## src/rtl/mmio_initiator.sv

```systemverilog
// mmio_initiator: queued valid/ready requests issued one at a time onto a single-cycle MMIO bus with a cs timeout
module mmio_initiator #(
  parameter int FIFO_DEPTH     = 4,
  parameter int TIMEOUT_CYCLES = 16
) (
  input  logic        clk,
  input  logic        reset_n,
  input  logic        req_valid,
  output logic        req_ready,
  input  logic        req_we,
  input  logic [7:0]  req_address,
  input  logic [31:0] req_write_data,
  output logic        rsp_valid,
  input  logic        rsp_ready,
  output logic [31:0] rsp_read_data,
  output logic        rsp_error,
  output logic        busy,
  output logic        cs,
  output logic        we,
  output logic [7:0]  address,
  output logic [31:0] write_data,
  input  logic [31:0] read_data,
  input  logic        ready
);
  localparam int AW = $clog2(FIFO_DEPTH);
  localparam int CW = TIMEOUT_CYCLES > 1 ? $clog2(TIMEOUT_CYCLES) : 1;
  typedef enum logic [1:0] {IDLE, ACCESS, RESP} state_t;
  state_t        state_q;
  logic [40:0]   mem_q [FIFO_DEPTH];
  logic [AW-1:0] wr_q, rd_q;
  logic [AW:0]   cnt_q, cnt_d;
  logic [CW-1:0] tmo_q;
  logic          cs_q, we_q, rsp_valid_q, rsp_error_q;
  logic [7:0]    addr_q;
  logic [31:0]   wdata_q, rdata_q;
  logic          full, empty, push, pop, tmo_hit;
  assign full      = cnt_q == (AW+1)'(FIFO_DEPTH);
  assign empty     = cnt_q == '0;
  assign req_ready = !full;
  assign push      = req_valid && !full;
  assign pop       = state_q == IDLE && !empty;
  assign tmo_hit   = TIMEOUT_CYCLES != 0 && tmo_q == CW'(TIMEOUT_CYCLES - 1);
  assign busy      = state_q != IDLE || !empty;
  assign cs            = cs_q;
  assign we            = we_q;
  assign address       = addr_q;
  assign write_data    = wdata_q;
  assign rsp_valid     = rsp_valid_q;
  assign rsp_read_data = rdata_q;
  assign rsp_error     = rsp_error_q;
  // occupancy: a simultaneous push and pop leaves the count unchanged
  always_comb begin
    cnt_d = cnt_q + (AW+1)'(push) - (AW+1)'(pop);
  end
  // queue storage needs no reset; the pointers alone define its contents
  always_ff @(posedge clk) begin
    if (push) mem_q[wr_q] <= {req_we, req_address, req_write_data};
  end
  // queue pointers and count; reset flushes all queued requests
  always_ff @(posedge clk) begin
    if (!reset_n) begin
      wr_q  <= '0;
      rd_q  <= '0;
      cnt_q <= '0;
    end else begin
      if (push) wr_q <= wr_q + 1'b1;
      if (pop) rd_q <= rd_q + 1'b1;
      cnt_q <= cnt_d;
    end
  end
  // transaction sequencer: pop head, drive bus until ready or timeout, then hold the response
  always_ff @(posedge clk) begin
    if (!reset_n) begin
      state_q     <= IDLE;
      cs_q        <= 1'b0;
      we_q        <= 1'b0;
      addr_q      <= '0;
      wdata_q     <= '0;
      tmo_q       <= '0;
      rsp_valid_q <= 1'b0;
      rsp_error_q <= 1'b0;
      rdata_q     <= '0;
    end else begin
      case (state_q)
        IDLE: if (pop) begin
          {we_q, addr_q, wdata_q} <= mem_q[rd_q];
          cs_q    <= 1'b1;
          tmo_q   <= '0;
          state_q <= ACCESS;
        end
        ACCESS: if (ready || tmo_hit) begin
          rdata_q     <= ready && !we_q ? read_data : '0;
          rsp_error_q <= !ready;
          rsp_valid_q <= 1'b1;
          cs_q        <= 1'b0;
          we_q        <= 1'b0;
          addr_q      <= '0;
          wdata_q     <= '0;
          state_q     <= RESP;
        end else begin
          tmo_q <= tmo_q + 1'b1;
        end
        RESP: if (rsp_ready) begin
          rsp_valid_q <= 1'b0;
          state_q     <= IDLE;
        end
        default: state_q <= IDLE;
      endcase
    end
  end
endmodule

```

## config.mk

```make
export PLATFORM = sky130hd
export DESIGN_NAME = mmio_initiator
export DESIGN_NICKNAME = d
export VERILOG_FILES = /design/src/rtl/mmio_initiator.sv
export SDC_FILE = /design/constraint.sdc
export NUM_CORES = 1
export LEC_CHECK = 0
export CELL_PAD_IN_SITES_DETAIL_PLACEMENT = 0
export CELL_PAD_IN_SITES_GLOBAL_PLACEMENT = 1
export CORE_MARGIN = 10
export CORE_UTILIZATION = 40
export DETAILED_ROUTE_END_ITERATION = 8
export PLACE_DENSITY = 0.84
export SYNTH_ARGS = -nofsm -noshare
export SYNTH_HDL_FRONTEND = slang
export SYNTH_SLANG_ARGS = --single-unit
```

## constraint.sdc

```tcl
create_clock -name clk -period 2.8 [get_ports clk]
set_input_delay 0.42 -clock clk [delete_from_list [all_inputs] [get_ports clk]]
set_output_delay 0.42 -clock clk [all_outputs]
set_load 0.02 [all_outputs]
```

==> flow_summary_export.csv <==
group,metric,value,unit
timing,worst_slew_pin_slew,0.800,ns
setup_path,startpoint_type,"flop",
placed_design,dp.cells,1091,
die,core,24400,um2
timing,rsz0062_at_grt,"no",
setup_path,crit_arrival,2.08,ns
grt,grt_overflow_total,0,
timing,tns,0,ns
detailed_routing,wire_per_inst,19.5,um
yosys,synth-warning-count,0,
die,start_util,40.8,%
flow_run,cap_violations,0,
setup_path,cp.required,2.38,ns
yosys,yosys.area.top_type,"edfxtp_1",
yosys,ys.flop_type,"edfxtp_1",
setup_path,crit_type,"reg2out",
yosys,ys_seq_area_share,67.8,%
timing,layout_setup_ws,0.303,ns
clock_network,numClockSinks,255,
timing,fmax,0.400,GHz
clock_network,htree_levels,1,
detailed_routing,viasPerCell,5.11,
timing,clock_skew,0.0140,ns
pwr,total_power,12.5,mW
timing,fin_crit,2.50,ns
timing,hold_viol_final,0,
pwr,power_density,972,nW/um2
clock_network,cts.repair.resized,0,
grt,grt_use_total,13.7,%
yosys,synth.avg_cell_area,15.4,um2
cells_and_area,fin_area,12800,um2
die,die_w,178,um
grt,grt_pass1_wl,34400,um
clock_network,clk_pin_slew_worst_paths,0.06,ns
yosys,netlist_top_cells_count,"edfxtp_1 (164), dfxtp_1 (91), nand2_1 (83), mux4_2 (41), o32ai_2 (39)",
status,run_status,"finished, final reports clean",
grt,grt_pass1_vias,6020,
die,rows,57,
detailed_routing,ant_nets,0,
clock_network,clk_latency,0.54,ns
die,die_area,31600,um2
placed_design,place_congestion,0.768,
timing,maxSlewHeadroom,46.6,%
yosys,synth_mux_area_share,9.48,%
detailed_routing,wirelength,22300,um
clock_network,cts.path.max_buffers,3,
yosys,synth_adder_area_share,1.08,%
yosys,synth_xor_area_share,0.176,%
die,io_pins,156,
cells_and_area,nFillCells,2018,
timing,drv_slew,0,
yosys,synth_top_family_by_area,"compound AO/OA/AOI/OAI gates",
detailed_routing,drt-initial-drc-count,405,
min_path,hold_path_class,"in2reg",
yosys,synth.ff_latch_count,255,
yosys,synth.net_count,731,
yosys,synthDistinctLibCells,47,
yosys,synth_edf_count,164,
yosys,syn-instance-count,645,
detailed_routing,firstDrtPassIters,4,
die,die_h,178,um
yosys,synth_compound_area_share,9.55,%
placed_design,post_dp_cell_area,11800,um2
yosys,async_flop_share,0,%
yosys,post-synth-top-count-cell,"edfxtp_1",
setup_path,cp_max_fo,10,
yosys,synth_area_leaders,"edfxtp_1 (50%), dfxtp_1 (18%), mux4_2 (9.3%)",
clock_network,postCtsHoldBufs,0,
cells_and_area,instances_no_fill,1145,
setup_path,endpoint_kind,"output pin",
clock_network,tritoncts,"done",
cells_and_area,area_growth,28.8,%
grt,grt_max_degree,69,
timing,finalCritPeriodShare,89.2,%
placed_design,portBuffers,155,
timing,finalSetupViolations,0,
yosys,netlist_area,9950,um2
cells_and_area,utilization,52.5,%
pwr,vdd_drop_max,0.631,mV
clock_network,cts_buffers,28,
clock_network,cts_root_buf,"clkbuf_16",
detailed_routing,vias,5854,
cells_and_area,drive_above_1_share,19.0,%
yosys,synth-simple-area-share,7.04,%
grt,antenna_found_initial,2,
placed_design,dp_slack,0.275,ns
cells_and_area,nets,883,
placed_design,dp_hpwl,13700,um
detailed_routing,drc_errors,0,
pwr,leakage,4.23,nW
clock_network,post_cts_buffers,0,
yosys,synth_top_area_share,49.5,%
timing,finalHoldWorstSlack,0.266,ns
[critical path, stage by stage, from the launching register on]
cell	delay, ns
dfxtp_1	0.41
or3b_1	0.51
clkdlybuf4s50_1	0.62
[cells in the final DEF (no fill, tap or decap), types with 3 or more instances in the layout]
cell type,instances
edfxtp_1,164
clkdlybuf4s50_1,154
dfxtp_1,89
nand2_1,83
mux4_2,41
o32ai_2,39
nand4_1,32
clkinv_1,30
clkbuf_16,29
o21ai_0,22
inv_1,20
buf_4,13
o21ai_1,12
ha_1,7
a21oi_1,6
o22ai_1,5
clkbuf_1,5
buf_12,5
and3_2,4
nor2_1,4
and2_1,4
nand3_1,4
clkbuf_8,4
bufinv_16,4
clkinv_2,3
[where the power goes]
part	total (mW)	leakage, nW	internal [mW]	switching [mW]
combinational	3.70	1.51	1.67	2.02
sequential	4.91	2.25	4.60	0.318
clock	3.84	0.480	2.37	1.47
[layout make-up]
cell class / count / area (um2) / share of cell area (%)
antenna: 2 / 5.00 / 0.0391
multi-input combinational: 292 / 2740 / 21.4
timing repair buffer: 172 / 1740 / 13.6
sequential: 255 / 6750 / 52.7
clock inverter: 14 / 189 / 1.47
tap: 324 / 405 / 3.16
inverter: 48 / 180 / 1.41
clock buffer: 38 / 800 / 6.24
[flip-flops by register name, summed over array words and instances (netlist names), 2 cells and up, named ones only]
| signal | count |
|---|---|
| mem_q | 164 |
| rsp_read_data | 32 |
| write_data | 32 |
| address | 8 |
| tmo_q | 4 |
| cnt_q | 3 |
| rd_q | 2 |
| state_q | 2 |
| wr_q | 2 |
[worst paths after layout]
check | startpoint | endpoint | slack [ns] | depth (start not counted)
setup reg to reg | cnt_q[2]$_SDFF_PN0_ | cnt_q[2]$_SDFF_PN0_ | 0.53 | 9
setup / recovery | cnt_q[2]$_SDFF_PN0_ | req_ready | 0.30 | 2
hold / removal | reset_n | state_q[1]$_SDFFE_PN0P_ | 0.27 | 2
hold reg to reg | rsp_read_data[20]$_SDFFE_PN0P_ | rsp_read_data[20]$_SDFFE_PN0P_ | 0.45 | 2
[cells by family after synthesis]
| kind of cell | after synthesis |
|---|---|
| flops | 255 |
| mux | 43 |
| fa+ha+maj | 8 |
| buf+inv | 98 |
| simple gates | 145 |
| xor+xnor | 2 |
| compound gates | 94 |
[metal layers]
metal	vias to the layer above	GRT usage [%]	share of wire (%)
met3	24	3.95	7.9
met4	0	2.81	1.3
met2	169	22.0	46
li1	2751	-	-
met5	-	0	0
met1	2910	18.1	45
No activity file was read; power rests on OpenSTA's default activity.
